[src/rtl/data_reg.sv]
// data_reg: JTAG-style test data register clocked by TCK.
// A serial capture/shift chain (TDI -> MSB ... LSB -> TDO) sits in front of a
// parallel update (shadow) register that drives DR_out. Each bit position is a
// data_reg_cell; the top resolves strobe priority once and fans it out.

module data_reg_cell (
  input  logic TCK,
  input  logic rst,
  input  logic cap,     // load shift stage from shadow
  input  logic shf,     // load shift stage from upstream neighbour
  input  logic upd,     // load shadow from shift stage
  input  logic ser_in,  // upstream bit (TDI for the MSB)
  output logic sh_q,
  output logic up_q
);

  // One bit of the shift chain plus its shadow; reset wins over every strobe.
  always_ff @(posedge TCK) begin
    if (rst) begin
      sh_q <= 1'b0;
      up_q <= 1'b0;
    end else if (cap) begin
      sh_q <= up_q;
    end else if (shf) begin
      sh_q <= ser_in;
    end else if (upd) begin
      up_q <= sh_q;
    end
  end

endmodule

module data_reg #(
  parameter int DR_length = 5
) (
  input  logic                 TCK,
  input  logic                 rst,
  input  logic                 tdr_select,
  input  logic                 TDI,
  input  logic                 Capture_DR,
  input  logic                 Shift_DR,
  input  logic                 Update_DR,
  output logic                 TDO,
  output logic [DR_length-1:0] DR_out
);

  logic                 cap, shf, upd;
  logic [DR_length-1:0] shift_reg;
  logic [DR_length-1:0] update_reg;
  logic [DR_length-1:0] ser_in;

  // Strobes are one-hot after this point: Capture > Shift > Update, all
  // suppressed when another register owns the scan path.
  assign cap = tdr_select & Capture_DR;
  assign shf = tdr_select & ~Capture_DR & Shift_DR;
  assign upd = tdr_select & ~Capture_DR & ~Shift_DR & Update_DR;

  // Each bit takes its upstream neighbour on shift; TDI feeds the MSB.
  assign ser_in = {TDI, shift_reg[DR_length-1:1]};

  for (genvar i = 0; i < DR_length; i++) begin : g_bit
    data_reg_cell u_cell (
      .TCK    (TCK),
      .rst    (rst),
      .cap    (cap),
      .shf    (shf),
      .upd    (upd),
      .ser_in (ser_in[i]),
      .sh_q   (shift_reg[i]),
      .up_q   (update_reg[i])
    );
  end

  // The LSB is the bit leaving on the next shift edge; quiet when deselected.
  assign TDO    = tdr_select ? shift_reg[0] : 1'b0;
  assign DR_out = update_reg;

endmodule

[config.mk]
export PLATFORM = sky130hd
export DESIGN_NAME = data_reg
export DESIGN_NICKNAME = d
export VERILOG_FILES = /design/src/rtl/data_reg.sv
export SDC_FILE = /design/constraint.sdc
export NUM_CORES = 1
export LEC_CHECK = 0
export BUFFER_PORTS_ARGS = -buffer_cell sky130_fd_sc_hd__buf_2
export CAP_MARGIN = 40
export CORE_AREA = 5 5 42 44
export DETAILED_ROUTE_END_ITERATION = 8
export DIE_AREA = 0 0 47 49
export GPL_ROUTABILITY_DRIVEN = 0
export PLACE_DENSITY = 0.61
export SLEW_MARGIN = 10
export SYNTH_ARGS = -nofsm -noshare
export SYNTH_HDL_FRONTEND = slang
export SYNTH_SLANG_ARGS = --single-unit
[constraint.sdc]
create_clock -name TCK -period 1.1 [get_ports TCK]
set_input_delay 0.165 -clock TCK [delete_from_list [all_inputs] [get_ports TCK]]
set_output_delay 0.165 -clock TCK [all_outputs]
set_load 0.1 [all_outputs]
Word level (Yosys, flattened, before mapping)
Index checks and enable logic that the tools add are counted.
Widths: inputs -> output; s select.
{"block": "op_classes", "mux": 11, "bitwise": 9, "reduce_logical": 2}
{"cell": "$mux 1", "count": 11}
{"cell": "$and 1x1->1", "count": 5}
{"cell": "$not 1->1", "count": 4}
{"cell": "$reduce_and 3->1", "count": 1}
{"cell": "$reduce_bool 2->1", "count": 1}
{"block": "totals", "register_bits": 10, "input_bits": 7, "out_inout_bits": 6, "wordCells": 32}

Logic depth before layout (Yosys ltp)
Gate-level depths: netlist of run 1.
{"block": "depth", "depth_word": 5, "depth_mapped": 5, "ltp_nobuf": 3}

Modules after synthesis
Synthesis of run 1 repeated with hierarchy kept, for this count alone.
{"block": "hier_totals", "cells_unflattened": 54, "hier_area_um2": 549.3}
{"module": "data_reg_cell", "n_inst": 5, "cells_per_inst": 10, "area_each_um2": 102.6}
{"module": "data_reg", "n_inst": 1, "cells_per_inst": 4, "area_each_um2": 36.3}

Worst setup path before layout of run 1
No wires, ideal clock.
{"block": "synth_timing", "path_type": "register to output", "from": "reg g_bit[0].u_cell.sh_q", "to": "out TDO", "arrival_ps": 1068, "t_required_ps": 935, "path_slack_ps": -133, "path_stages_with_launch": 2, "cell_sequence": "dfxtp_1 -> and2_1"}
{"block": "synth_between", "elab_chain_len": 1}
{"item": "start, declared", "line": "13", "source": "output logic sh_q,"}
{"item": "start signal, assigned", "line": "23", "source": "sh_q <= up_q;"}
{"item": "start signal, assigned", "line": "25", "source": "sh_q <= ser_in;"}
{"item": "$mux 1", "line": "75", "source": "assign TDO = tdr_select ? shift_reg[0] : 1'b0;"}
{"item": "end, declared", "line": "43", "source": "output logic TDO,"}
Every way passes these cells.

Worst setup path after layout of run 1
Same ends and word-level chain as after synthesis.

==> out/results.tsv, run 1 <==
metric	value	unit
largest cells by area after synthesis	dfxtp_1, mux2i_1, a211oi_1, buf_4, nor2_1	
Pleak	0.277	nW
Psw	0.210	mW
Worst-path clk slew	70	ps
FF+latch area	201	um^2
TritonCTS clock tree	built	
Final nets	67	
# placed instances	70	
Longest Clk Path Bufs	2	
first-pass GRT wire length	1530	um
R2R Setup Slk	270	ps
die width	47	um
hold_ws	183	ps
antenna cells	0	
run status	finished, final reports clean	
worst skew pair latency	260	ps
layout cells sized above 1	40.7	%
final non-filler cell total	75	
Rows	14	
Wirelength per Cell	12.1	um
R2R cell count	2	
Tightest Pin Transition	307	ps
core area	1400	um^2
final core occ	47.2	%
Synth Flop Type	dfxtp_1	
Crit-path slowest cell	dfxtp_2	
Min-Delay Path Class	primary input to flop	
post-layout min period	1060	ps
Multi-input gate area	216	um^2
fin crit share	96.2	%
RSZ-0062 raised after global routing	no	
Die Ht	49	um
crit path buf inv count	1	
Tot GR Track Use	9.33	%
Critical Path AT	890	ps
number of synthesized flops with an enable pin	0	
kind of cell adding the most delay to the critical path	flip-flops	
number of fill cells in the layout	141	
worst-case vdd ir drop	0.638	mV
DRT antenna net count	0	
Post-synth top cells	dfxtp_1, mux2i_1, nor2_1	
Synth Cell Area	483	um^2
I/O pin cnt	13	
power share of the sequential group	45.9	%
min-delay src	rst	
initial antenna violation count	0	
mean post-synth cell area	10.3	um^2
clk_skew	0.470	ps
Power Density	1280	nW/um^2
Mapped Cells	47	
CTS root buf	clkbuf_4	
Worst Setup End Kind	output port	
Setup CP Type	flop to output port	
hold path cells	2	
Clock Sinks	10	
GRT Residual Overflow	0	
RR Startpoint	g_bit[2].u_cell.up_q	
full die area	2300	um^2
reg2reg end	g_bit[2].u_cell.sh_q	
Max transition margin	79.5	%
Async S/R FF share, synth	0	%
pins over their slew limit	0	
P&R area growth vs syn	37.0	%
Netlist cell types	11	
Buffers on Ports	12	
vias per inst	4.63	
Synth top area share	41.5	%
DRT Wirelength	904	um
Mapped Nets	54	
area leader, netlist	dfxtp_1	
drt drc	0	
Sw Ratio	24.8	%
worst-path fanout max	2	
max-cap viol count	0	
Final Hold Fails	0	
number of global-route vias before repair	343	
H-tree depth	1	
drt first pass iters	2	
Gate power share	14.4	%
DR vias	347	
Pint	0.634	mW
Hold Path Sink	g_bit[0].u_cell.sh_q	
crit-path max cell delay	330	ps
sequential fraction of the synthesis area	41.5	%
Post-CTS Hold Fix Bufs	0	
endpoints failing setup	0	
Max Freq	945	MHz
effective utilization at floorplan	34.5	%
Yosys warnings	0	
largest net degree at the start of global routing	11	
number of synthesized register bits	10	
clock share of power	39.7	%
Num CTS Buffers	3	
HPWL Detailed	647	um
critical path required time	940	ps
1st-iter DRT viols	4	
cells along the critical path	and2_4 -> buf_12	
Startpoint Class	flop	
-- cells by family after synthesis --
family | synth area share [%]
compound gates | 9.33
buf+inv | 14.2
flops | 41.5
mux | 20.7
simple gates | 14.2
-- how the worst max path moves through the flow --
| stage | from | to | slack (ps) | cells after the start |
|---|---|---|---|---|
| finish | g_bit[0].u_cell.sh_q | TDO | 40 | 2 |
| global route | g_bit[0].u_cell.sh_q | TDO | 10 | 2 |
| CTS | g_bit[0].u_cell.sh_q | TDO | 5 | 2 |
| detailed placement | Capture_DR | g_bit[2].u_cell.up_q | -40 | 5 |
| global placement | Capture_DR | g_bit[2].u_cell.up_q | -20 | 5 |
| floorplan | Capture_DR | g_bit[1].u_cell.up_q | 50 | 5 |
-- metal layers --
| metal | up-vias | GRT usage, % | wire (um) |
|---|---|---|---|
| met5 | - | 0 | 0 |
| met3 | 5 | 2.21 | 47 |
| met1 | 150 | 12.2 | 417 |
| met4 | 0 | 6.91 | 31 |
| met2 | 10 | 12.7 | 407 |
| li1 | 182 | - | - |
-- through the flow --
stage / power (mW) / instance area [um^2] / setup slack, ps / setup TNS, ps
floorplan: 0.476 / 484 / 47.5 / 0
global placement: 0.511 / 616 / -17.7 / -76.0
detailed placement: 0.513 / 616 / -42.1 / -207
CTS: 0.855 / 661 / 4.65 / 0
global route: 0.884 / 662 / 13.7 / 0
finish: 0.844 / 662 / 42.0 / 0
-- placed cells by master, fill, tap and decap left out, drive strengths merged --
cell	instances
clkbuf	4
dfxtp	10
nor4bb	1
mux2i	10
a211oi	5
buf	17
o21a	1
nor2	10
and2	1
-- area by class of cell --
class                   count  area share [%]
clock buffers               4            5.48
repair buffers             17            28.4
multi-input cells          28            32.7
well taps                  16            3.02
flip-flops and latches     10            30.4
-- state kept, by name, summed over array words and instances (netlist names) --
signal,flops
g_bit.u_cell.sh_q,5
g_bit.u_cell.up_q,5
-- timing repair --
action,CTS,global route
setup buffers,1,0
setup endpoints to repair,1,1
gates cloned,0,0
gates resized for setup,1,1
-- power groups by stage --
stage	combinational [mW]	clock, mW	sequential (mW)
3_5_place_dp	0.117	0	0.396
5_1_grt	0.131	0.364	0.390
2_1_floorplan	0.0842	0	0.392
3_3_place_gp	0.115	0	0.395
6_report	0.121	0.335	0.388
4_1_cts	0.122	0.345	0.387
Note: power is estimated with default switching activity, not from simulation.
==> run 2: changes to the inputs <==
--- a/config.mk
+++ b/config.mk
@@ -7,9 +7,9 @@
 export LEC_CHECK = 0
 export BUFFER_PORTS_ARGS = -buffer_cell sky130_fd_sc_hd__buf_2
 export CAP_MARGIN = 40
-export CORE_AREA = 5 5 42 44
+export CORE_AREA = 2 2 39 41
 export DETAILED_ROUTE_END_ITERATION = 8
-export DIE_AREA = 0 0 47 49
+export DIE_AREA = 0 0 41 43
 export GPL_ROUTABILITY_DRIVEN = 0
 export PLACE_DENSITY = 0.61
 export SLEW_MARGIN = 10
==> run 2 against run 1 <==
Against the previous run:
- cell count down 1.3%
- total power fell by 0.31%
- register-to-register slack worse by 20 ps
- critical path depth is the same
- sequential share of layout area grew 0.35 points
- die area shrank 23%
- via count grew 3.7%
- sequential cell count unchanged
- critical path type unchanged
- critical endpoint unchanged
==> out/results.tsv, run 2 (same netlist as run 1, synthesis figures left out) <==
metric	value	unit
run status	finished, final reports clean	
clk_skew	1.59	ps
endpoints failing setup	0	
Final Hold Fails	0	
Wirelength per Cell	12.4	um
Max Freq	943	MHz
DRT Wirelength	915	um
CTS root buf	clkbuf_4	
max-cap viol count	0	
Tightest Pin Transition	336	ps
Num CTS Buffers	3	
DR vias	360	
worst-path fanout max	2	
antenna cells	0	
I/O pin cnt	13	
Longest Clk Path Bufs	2	
Post-Layout Inst Area	654	um^2
TritonCTS clock tree	built	
Post-DP Area	608	um^2
Critical Path AT	890	ps
number of global-route vias before repair	361	
Power Density	1290	nW/um^2
Max transition margin	77.6	%
met1 Track Usage GR	13.5	%
Clock Sinks	10	
Gate power share	14.3	%
post-layout min period	1060	ps
DRT antenna net count	0	
fin crit share	96.4	%
1st-iter DRT viols	3	
Tot GR Track Use	12.3	%
drt first pass iters	2	
Setup CP Type	flop to output port	
overall power	0.842	mW
Pint	0.633	mW
Min-Delay Path Class	primary input to flop	
H-tree depth	1	
full die area	1760	um^2
pins over their slew limit	0	
largest net degree at the start of global routing	11	
Psw	0.209	mW
Die Ht	43	um
vias per inst	4.86	
initial antenna violation count	0	
number of fill cells in the layout	129	
GRT Residual Overflow	0	
Worst Setup End Kind	output port	
commonest non-fill, non-tap cells in the layout	mux2i_1, nor2_1, dfxtp_1, buf_2, buf_12	
P&R area growth vs syn	35.5	%
Pleak	0.272	nW
effective utilization at floorplan	34.9	%
GR Util met2	19.7	%
clock share of power	39.7	%
drt drc	0	
met3 Track Usage GR	1.57	%
core area	1380	um^2
Startpoint Class	flop	
Worst-path clk slew	70	ps
biggest regs	g_bit.u_cell.sh_q: 5 flops, g_bit.u_cell.up_q: 5 flops	
power share of the sequential group	46.0	%
Buffers on Ports	12	
RSZ-0062 raised after global routing	no	
busiest grt layer	met2	
Post-CTS Hold Fix Bufs	0	
worst-case vdd ir drop	0.572	mV
Sw Ratio	24.8	%
critical path required time	940	ps
die width	41	um
first-pass GRT wire length	1430	um
worst skew pair latency	270	ps
layout cells sized above 1	39.7	%
Rows	14	
HPWL Detailed	653	um
Final nets	66	
-- run 2: cell count changes in the layout (fill, tap and decap cells not counted), sizes merged --
cell  before  now
buf       17   16
-- run 2: critical path, cell delays in order (launching register included) --
cell and delay (ps):
dfxtp_2 320, and2_4 140, buf_12 160
-- run 2: what timing repair did --
action,CTS,global route
gates resized for setup,1,1
endpoints found under the setup margin,1,1
setup buffers,1,0
hold endpoints to repair,0,0
-- run 2: stage by stage --
stage / setup TNS (ps) / hold WS (ps) / setup WS [ps] / instances / utilization, %
finish: 0 / 186 / 40.1 / 74 / 47.3
global route: 0 / 196 / 20.1 / 74 / 47.3
CTS: 0 / 179 / 5.39 / 74 / 47.2
detailed placement: -243 / 470 / -55.0 / 69 / 43.9
global placement: -80.9 / 463 / -23.8 / 69 / 43.9
floorplan: 0 / 399 / 47.5 / 47 / -
-- run 2: path summary, 6_finish.rpt --
kind	start	end	slack, ps	cells after the start
max	g_bit[0].u_cell.sh_q	TDO	40	2
min	rst	g_bit[0].u_cell.sh_q	190	2
max reg2reg	g_bit[3].u_cell.up_q	g_bit[3].u_cell.sh_q	250	2
min reg2reg	g_bit[4].u_cell.sh_q	g_bit[4].u_cell.sh_q	520	2
-- run 2: cell type report --
class,instances,area (um^2),area share [%]
clock buffer,4,36.3,5.54
timing repair buffer,16,180,27.5
multi-input combinational,28,216,33.1
sequential,10,201,30.8
tap,16,20.0,3.06
-- run 2: metal layers --
layer / share of wire, % / wire [um] / up-vias
met1: 43 / 391 / 169
li1: - / - / 179
met2: 50 / 459 / 10
met5: 0 / 0 / -
met4: 2.3 / 21 / 0
met3: 4.7 / 43 / 2
-- run 2: power groups by stage --
stage / logic (mW) / clock network (mW) / registers, mW
floorplan: 0.0842 / 0 / 0.392
global placement: 0.113 / 0 / 0.395
detailed placement: 0.116 / 0 / 0.395
CTS: 0.120 / 0.339 / 0.387
global route: 0.128 / 0.346 / 0.388
finish: 0.121 / 0.334 / 0.387
